===== config.mk =====
export PLATFORM = sky130hd
export DESIGN_NAME = roulette_spin_animator
export DESIGN_NICKNAME = d
export VERILOG_FILES = /design/src/rtl/roulette_spin_animator.sv
export SDC_FILE = /design/constraint.sdc
export NUM_CORES = 1
export LEC_CHECK = 0
export CAP_MARGIN = 20
export CORE_ASPECT_RATIO = 0.8
export CORE_MARGIN = 4
export CORE_UTILIZATION = 55
export DETAILED_ROUTE_END_ITERATION = 6
export PLACE_DENSITY_LB_ADDON = 0.2
export SLEW_MARGIN = 20
export SYNTH_ARGS = -nofsm -noshare
export SYNTH_HDL_FRONTEND = slang
export SYNTH_SLANG_ARGS = --single-unit

===== constraint.sdc =====
create_clock -name clock -period 4.47 [get_ports clock]
set_clock_uncertainty 0.15 [all_clocks]
set_input_delay 0.6705 -clock clock [delete_from_list [all_inputs] [get_ports clock]]
set_output_delay 0.6705 -clock clock [all_outputs]
set_load 0.02 [all_outputs]

===== src/rtl/roulette_spin_animator.sv =====
// roulette_spin_animator
// Sweeps a lit pocket index around a roulette wheel and lands it on a
// software-chosen pocket. The sweep runs at a constant fast step period for
// MIN_REVS full revolutions. It then decelerates, adding PERIOD_INC to the
// step period on every step, until the lit pocket equals the latched target.
//
// Ports:
//   clock      - single clock, rising edge
//   reset      - synchronous, active-low
//   target     - requested landing pocket, captured when a start is accepted
//   start      - spin request, level-sampled every cycle while idle
//   led_out    - currently lit pocket (registered), feeds the LED decoder
//   busy       - high while a spin is in progress (registered)
//   done       - one-cycle pulse on the landing edge (registered)
//   bad_target - one-cycle pulse when a start with an illegal target is rejected
module roulette_spin_animator #(
    parameter int NUM_LEDS    = 38,
    parameter int BASE_PERIOD = 2500000,
    parameter int PERIOD_INC  = 250000,
    parameter int MIN_REVS    = 3,
    parameter int PERIOD_W    = 24
) (
    input  logic       clock,
    input  logic       reset,
    input  logic [5:0] target,
    input  logic       start,
    output logic [5:0] led_out,
    output logic       busy,
    output logic       done,
    output logic       bad_target
);

    localparam int STEPS_TOTAL = MIN_REVS * NUM_LEDS;
    localparam int STEPS_W     = $clog2(STEPS_TOTAL + 1);

    localparam logic [STEPS_W-1:0]  STEPS_INIT = STEPS_W'(STEPS_TOTAL);
    localparam logic [STEPS_W-1:0]  STEPS_ONE  = STEPS_W'(1);
    localparam logic [PERIOD_W-1:0] BASE_P     = PERIOD_W'(BASE_PERIOD);
    localparam logic [PERIOD_W-1:0] INC_P      = PERIOD_W'(PERIOD_INC);
    localparam logic [PERIOD_W-1:0] ONE_P      = PERIOD_W'(1);
    localparam logic [PERIOD_W-1:0] ZERO_P     = PERIOD_W'(0);
    localparam logic [5:0]          LAST_LED   = 6'(NUM_LEDS - 1);
    // Seven bits so that NUM_LEDS = 64 is still representable.
    localparam logic [6:0]          NUM_P      = 7'(NUM_LEDS);

    typedef enum logic [1:0] {
        ST_IDLE  = 2'd0,
        ST_FAST  = 2'd1,
        ST_DECEL = 2'd2
    } state_t;

    state_t               state_r, state_s;
    logic [5:0]           target_r, target_s;
    logic [PERIOD_W-1:0]  tick_r, tick_s;
    logic [PERIOD_W-1:0]  period_r, period_s;
    logic [STEPS_W-1:0]   steps_r, steps_s;
    logic [5:0]           led_s;
    logic                 busy_s;
    logic                 done_s;
    logic                 bad_s;
    logic                 step_s;
    logic [5:0]           led_inc_s;

    // Period plus PERIOD_INC, clamped to all-ones instead of wrapping to a short period.
    function automatic logic [PERIOD_W-1:0] sat_add(input logic [PERIOD_W-1:0] a);
        logic [PERIOD_W:0] sum;
        sum = {1'b0, a} + {1'b0, INC_P};
        if (sum[PERIOD_W]) begin
            sat_add = {PERIOD_W{1'b1}};
        end else begin
            sat_add = sum[PERIOD_W-1:0];
        end
    endfunction

    assign step_s    = (tick_r == (period_r - ONE_P));
    // The wheel size need not be a power of two, so the wrap is an explicit compare.
    assign led_inc_s = (led_out == LAST_LED) ? 6'd0 : (led_out + 6'd1);

    // Next-state, counter and output logic.
    always_comb begin
        state_s  = state_r;
        target_s = target_r;
        tick_s   = tick_r;
        period_s = period_r;
        steps_s  = steps_r;
        led_s    = led_out;
        busy_s   = busy;
        done_s   = 1'b0;
        bad_s    = 1'b0;
        case (state_r)
            ST_IDLE: begin
                if (start) begin
                    if ({1'b0, target} < NUM_P) begin
                        target_s = target;
                        period_s = BASE_P;
                        tick_s   = ZERO_P;
                        steps_s  = STEPS_INIT;
                        state_s  = ST_FAST;
                        busy_s   = 1'b1;
                    end else begin
                        bad_s = 1'b1;
                    end
                end else begin
                    state_s = ST_IDLE;
                end
            end
            ST_FAST: begin
                if (step_s) begin
                    tick_s  = ZERO_P;
                    led_s   = led_inc_s;
                    steps_s = steps_r - STEPS_ONE;
                    // The last fast step also arms the first decel step period.
                    if (steps_r == STEPS_ONE) begin
                        state_s  = ST_DECEL;
                        period_s = sat_add(BASE_P);
                    end else begin
                        state_s = ST_FAST;
                    end
                end else begin
                    tick_s = tick_r + ONE_P;
                end
            end
            ST_DECEL: begin
                if (step_s) begin
                    tick_s   = ZERO_P;
                    led_s    = led_inc_s;
                    period_s = sat_add(period_r);
                    // Landing is only tested on decel steps, so a target equal
                    // to the entry pocket costs one more full revolution.
                    if (led_inc_s == target_r) begin
                        state_s = ST_IDLE;
                        busy_s  = 1'b0;
                        done_s  = 1'b1;
                    end else begin
                        state_s = ST_DECEL;
                    end
                end else begin
                    tick_s = tick_r + ONE_P;
                end
            end
            default: begin
                state_s = ST_IDLE;
                busy_s  = 1'b0;
            end
        endcase
    end

    // State, counters and registered outputs; synchronous active-low reset.
    always_ff @(posedge clock) begin
        if (!reset) begin
            state_r    <= ST_IDLE;
            target_r   <= 6'd0;
            tick_r     <= ZERO_P;
            period_r   <= ZERO_P;
            steps_r    <= {STEPS_W{1'b0}};
            led_out    <= 6'd0;
            busy       <= 1'b0;
            done       <= 1'b0;
            bad_target <= 1'b0;
        end else begin
            state_r    <= state_s;
            target_r   <= target_s;
            tick_r     <= tick_s;
            period_r   <= period_s;
            steps_r    <= steps_s;
            led_out    <= led_s;
            busy       <= busy_s;
            done       <= done_s;
            bad_target <= bad_s;
        end
    end

endmodule


==> results of run 1 <==
report_power, final:
part	internal, mW	switching, mW	leakage, nW
combinational	0.189	0.282	1.23
clock	0.306	0.262	0.105
sequential	0.640	0.0414	0.560
total	1.13	0.586	1.90
final timing paths:
kind | to | slack [ns]
worst max-delay path | period_r[23] | 0.38
worst max register to register | period_r[23] | 0.38
worst min-delay path | busy | 0.33
worst min register to register | busy | 0.33
repair_timing:
item | in CTS | in global routing
resized for setup | 0 | 2
endpoints found under the hold margin | 0 | 0
buffers inserted | 0 | 0
endpoints found under the setup margin | 0 | 8
stage by stage:
stage	cell area [um^2]	hold WS, ns	total power [mW]	instances	setup WS, ns
after CTS	5120	0.330	1.71	720	0.205
after global routing	5130	0.358	1.81	720	0.167
after detailed placement	4900	0.316	1.15	704	0.265
after floorplan	4630	0.308	1.02	596	0.895
final	5130	0.331	1.72	720	0.382
after global placement	4900	0.306	1.15	704	0.367
layout make-up:
type	count	area share
Clock inverter	4	0.0105
Multi-Input combinational cell	476	0.595
Inverter	22	0.0161
Timing Repair Buffer	29	0.0507
Clock buffer	12	0.0322
Sequential cell	69	0.269
Tap cell	108	0.0263
layer usage:
metal	GRT usage	routed length [um]	part of all wire
met5	0	0	0
met4	0.0626	192	0.015
met3	0.0718	1130	0.086
met2	0.367	5330	0.41
met1	0.403	6460	0.49
registers in the layout, indices dropped and copies added (netlist names):
name	flops
state_r	2
done	1
tick_r	24
period_r	21
led_out	6
bad_target	1
busy	1
steps_r	7
target_r	6
cells in the final DEF (no fill, tap or decap), drive strengths merged, types with 4 or more instances in the layout:
cell type and count:
nor2 74, dfxtp 69, nand2 53, nand3 37, a21oi 34, xnor2 32, xor2 31, nor3 27
inv 22, o21ai 20, clkdlybuf4s50 17, and3 16, ha 12, clkbuf 12, buf 12, nand4 11
or3 9, mux2i 7, nor4 7, nor2b 6, a31oi 6, nand2b 5, o31ai 5, and2 5
o211ai 5, o22ai 5, o21a 5, a211o 4, o31a 4, a211oi 4, or4 4, nor4b 4
logic make-up after synthesis:
family,Yosys count
buf+inv,51
simple gates,273
xor+xnor,63
flops,69
fa+ha+maj,12
compound gates,121
mux,7
worst reg2reg max path: stages (launching register included):
cell	delay [ns]
dfxtp_1	0.43
inv_1	0.10
ha_1	0.22
nor4b_4	0.35
nand4_1	0.28
a2111oi_2	0.40
o32ai_1	0.16
or4_1	0.44
o31a_1	0.37
or3_4	0.49
or2_1	0.32
o41ai_2	0.29
==> results.py, run 1 <==
metrics = {
    "outcome": {
        "status": "completed",
    },
    "global_routing": {
        "overflow": 0,
        "grt_max_degree": 27,
        "grt_pass1_vias": 4117,
        "grt.total_usage": 0.265,
        "antenna_found_initial": 0,
        "grt_pass1_wl_mm": 21.8,
    },
    "sta": {
        "slew_headroom": 0.306,
        "max_freq_mhz": 245,
        "fin_crit_sh": 0.915,
        "fin_tns_setup_ns": 0,
        "rsz0062_at_grt": "no",
        "tightest_slew_ns": 1.04,
        "finalSetupViolCount": 0,
        "layout_min_cycle_time_ns": 4.09,
        "hold_violations": 0,
        "slew_violations": 0,
    },
    "hold_path": {
        "hp-start": "busy",
        "whs_path_depth": 2,
        "hp-class": "register to register",
    },
    "die": {
        "core_area_um2": 8060,
        "dieWidth_um": 111,
        "dieHeight_um": 90.1,
        "start_util": 0.575,
        "io_pins": 18,
        "num_rows": 29,
        "dieArea_um2": 9970,
    },
    "layout": {
        "multi_input_area_um2": 3060,
        "drive_above_1_share": 0.0801,
        "area_growth_pct": 10.8,
        "nets": 628,
        "nFillCells": 741,
        "seqCellArea_um2": 1380,
        "fin_util": 0.637,
        "antenna_cells": 0,
    },
    "route": {
        "finalWirelength_mm": 13.1,
        "wire_per_inst_um": 18.2,
        "viasPerCell": 6.16,
        "vias": 4438,
        "antenna_left": 0,
        "dr.first_iter.drc_count": 492,
        "drtPass1Iterations": 5,
        "drc": 0,
    },
    "logic_synthesis": {
        "synth_compound_area_frac": 0.181,
        "synth.avg_cell_area_um2": 7.77,
        "synth_top_area_share": 0.298,
        "synth_area_leaders": "dfxtp_1, xnor2_1, nor2_1",
        "ys.flop_type": "dfxtp_1",
        "synthAdderAreaFrac": 0.0324,
        "synth-xor-area-share": 0.119,
        "synth_top_family_by_area": "simple AND/OR/NAND/NOR gates",
        "synth_area_um2": 4630,
        "synthSimpleGateAreaFrac": 0.309,
        "synth_fp_nets": 617,
        "yosysMostFrequentCell": "nor2_1",
        "synthTopCellsByCount": "nor2_1, dfxtp_1, nand2_1",
        "synth_seq_area_share": 0.298,
        "synth_edf_count": 0,
        "synth.area.mux_share": 0.0151,
        "yosysWarnings": 0,
        "synthCells": 596,
        "synth-seq-cells": 69,
        "synth_cell_type_count": 69,
        "yosysTopAreaCell": "dfxtp_1",
        "synth-async-reset-ratio": 0,
    },
    "placed_design": {
        "port_buffers": 17,
        "gp_congestion": 0.960,
        "hpwlAfterDp_mm": 9.99,
    },
    "pwr": {
        "ir_drop_v": 0.000162,
        "p_leak_nw": 1.90,
        "power_density_nw_per_um2": 335,
    },
    "setup_path": {
        "startpoint": "period_r[2]",
        "cpMaxStageDelayCell": "or3_4",
        "crit_chain": "inv_1, ha_1, nor4b_4, nand4_1, a2111oi_2, o32ai_1, or4_1, o31a_1, or3_4, or2_1, o41ai_2",
        "cp_max_fo": 13,
        "start_kind": "register",
        "required_ns": 4.59,
        "r2r_cells": 11,
        "endpoint_kind": "register",
        "cp_num_buf_inv": 1,
        "critical_path.max_stage_delay_ns": 0.49,
        "r2r_start": "period_r[2]",
        "cp_top_family": "simple AND/OR/NAND/NOR gates",
        "worstSetupPathDepth": 11,
        "crit_type": "register to register",
        "arrival_ns": 4.21,
    },
    "cts": {
        "cts_tree": "yes",
        "cts-root-buf": "clkbuf_8",
        "cts_max_level": 3,
        "cts_buffer_depth": 2,
        "cts_made_buffers": 9,
        "holdBufCountCts": 0,
        "cts.reportedPaths.clkPinSlew_ns": 0.08,
        "clk_latency_ns": 0.36,
        "clkSinkCount": 69,
    },
    "run": {
        "max_cap_viol_count": 0,
    },
}
Note: power is estimated with default switching activity, not from simulation.
==> run 2, diff against run 1 <==
PLACE_DENSITY = 0.79   (was not set)
PLACE_DENSITY_LB_ADDON = not set   (was 0.2)
RECOVER_POWER = 100   (was not set)
==> results.py, run 2 (same netlist as run 1, synthesis figures left out) <==
metrics = {
    "die": {
        "num_rows": 29,
        "dieWidth_um": 111,
        "core_area_um2": 8060,
        "io_pins": 18,
        "dieHeight_um": 90.1,
        "dieArea_um2": 9970,
        "start_util": 0.575,
    },
    "setup_path": {
        "endpoint_kind": "register",
        "cp_max_fo": 21,
        "crit_type": "register to register",
        "crit_top_cell": "nor2_1",
        "start_kind": "register",
        "required_ns": 4.56,
        "arrival_ns": 4.29,
        "cpMaxStageDelayCell": "or4_1",
        "cp_num_buf_inv": 3,
        "cp_top_family": "simple AND/OR/NAND/NOR gates",
        "critical_path.max_stage_delay_ns": 0.59,
        "crit_chain": "inv_1, ha_1, nor4b_4, xnor2_1, nor4bb_1, nand4_1, or4_1, nor2_1, clkbuf_1, nor2_1, o21ai_1, buf_2, nor2_1",
    },
    "sta": {
        "tightest_slew_ns": 1.35,
        "slew_headroom": 0.100,
        "hold_violations": 0,
        "fin_tns_setup_ns": 0,
        "layout_min_cycle_time_ns": 4.20,
        "max_freq_mhz": 238,
        "finalSetupViolCount": 0,
        "fin_crit_sh": 0.939,
        "slew_violations": 0,
        "rsz0062_at_grt": "no",
    },
    "cts": {
        "holdBufCountCts": 0,
        "cts_made_buffers": 9,
        "cts.reportedPaths.clkPinSlew_ns": 0.08,
        "cts_tree": "yes",
        "cts-root-buf": "clkbuf_8",
        "clk_latency_ns": 0.37,
        "cts_buffer_depth": 2,
        "cts_resized": 0,
        "clkSinkCount": 69,
        "cts_max_level": 3,
        "post-cts-setup-buffers": 0,
    },
    "run": {
        "max_cap_viol_count": 0,
    },
    "global_routing": {
        "grt_max_degree": 28,
        "grt.total_usage": 0.265,
        "overflow": 0,
        "grt_pass1_wl_mm": 21.6,
        "grt_pass1_vias": 4149,
        "antenna_found_initial": 0,
    },
    "pwr": {
        "p_comb_frac": 0.254,
        "internal-power_mw": 1.21,
        "p_sw_mw": 0.582,
        "ir_drop_v": 0.000239,
        "p_leak_nw": 1.95,
        "swShare": 0.325,
        "power_density_nw_per_um2": 347,
        "seqPwrFrac": 0.381,
        "clock_power_share": 0.365,
    },
    "outcome": {
        "status": "completed",
    },
    "route": {
        "dr.first_iter.drc_count": 373,
        "vias": 4570,
        "drtPass1Iterations": 6,
        "wire_per_inst_um": 18.3,
        "drc": 0,
        "antenna_left": 0,
        "finalWirelength_mm": 13.2,
        "viasPerCell": 6.31,
    },
    "layout": {
        "fin_util": 0.641,
        "nets": 632,
        "drive_above_1_share": 0.0763,
        "layout_commonest_cell": "nor2_1",
        "area_growth_pct": 11.5,
        "top_regs": "tick_r (24), period_r (21), steps_r (7)",
        "antenna_cells": 0,
        "largest_reg_flops": 24,
        "regMostFlops": "tick_r",
        "final_cell_mix": "nor2_1, dfxtp_1, nand2_1, nand3_1, a21oi_1",
    },
    "placed_design": {
        "port_buffers": 17,
        "gp_congestion": 1.01,
        "hpwlAfterDp_mm": 9.82,
    },
    "hold_path": {
        "hp-class": "register to register",
    },
}
[run 2: cell types whose count changed in the layout (fill, tap and decap cells not counted), moves of 2 or more]
cell / previous run / this run
o21ai_1: 3 / 1
clkbuf_8: 12 / 10
o21ai_0: 16 / 18
dlygate4sd3_1: 0 / 10
clkbuf_1: 0 / 3
bufinv_16: 1 / 3
clkdlybuf4s50_1: 17 / 7
[run 2: layer usage]
layer  track usage  share of wire
met1         0.371           0.46
met2         0.379           0.43
met3        0.0987          0.099
met4        0.0790          0.019
met5             0              0
[run 2: final cells by class]
cell class                      instances  area (um^2)
Multi-Input combinational cell        476         3040
Clock buffer                           11          141
Timing Repair Buffer                   33          280
Tap cell                              108          135
Sequential cell                        69         1380
Fill cell                             731         2890
Clock inverter                          5          106
Inverter                               22         82.6
[run 2: final timing paths]
path / start / to / slack (ns) / cells past startpoint
max: period_r[4] / tick_r[23] / 0.27 / 13
min: busy / busy / 0.33 / 2
min reg2reg: busy / busy / 0.33 / 2
max reg2reg: period_r[4] / tick_r[23] / 0.27 / 13
[run 2: through the flow]
stage	cells	worst slack, ns	power [mW]	hold WS [ns]	cell area [um^2]
final	724	0.274	1.79	0.329	5160
after global routing	724	0.0123	1.87	0.341	5160
after CTS	724	0.379	1.79	0.332	5180
after detailed placement	708	0.428	1.14	0.320	4930
after global placement	708	0.483	1.13	0.314	4930
after floorplan	596	0.895	1.02	0.308	4630
[run 2: power by group through the flow]
stage	Sequential, mW	Clock (mW)	Combinational, mW
detailed placement	0.696	0	0.441
floorplan	0.674	0	0.345
global route	0.687	0.692	0.494
global placement	0.694	0	0.439
CTS	0.681	0.662	0.446
finish	0.683	0.654	0.454
[run 2: worst register-to-register path, cell delays in order (launching register included)]
cell and delay [ns]:
dfxtp_1 0.36, inv_1 0.11, ha_1 0.20, nor4b_4 0.33
xnor2_1 0.22, nor4bb_1 0.34, nand4_1 0.18, or4_1 0.59
nor2_1 0.27, clkbuf_1 0.45, nor2_1 0.19, o21ai_1 0.17
buf_2 0.40, nor2_1 0.11
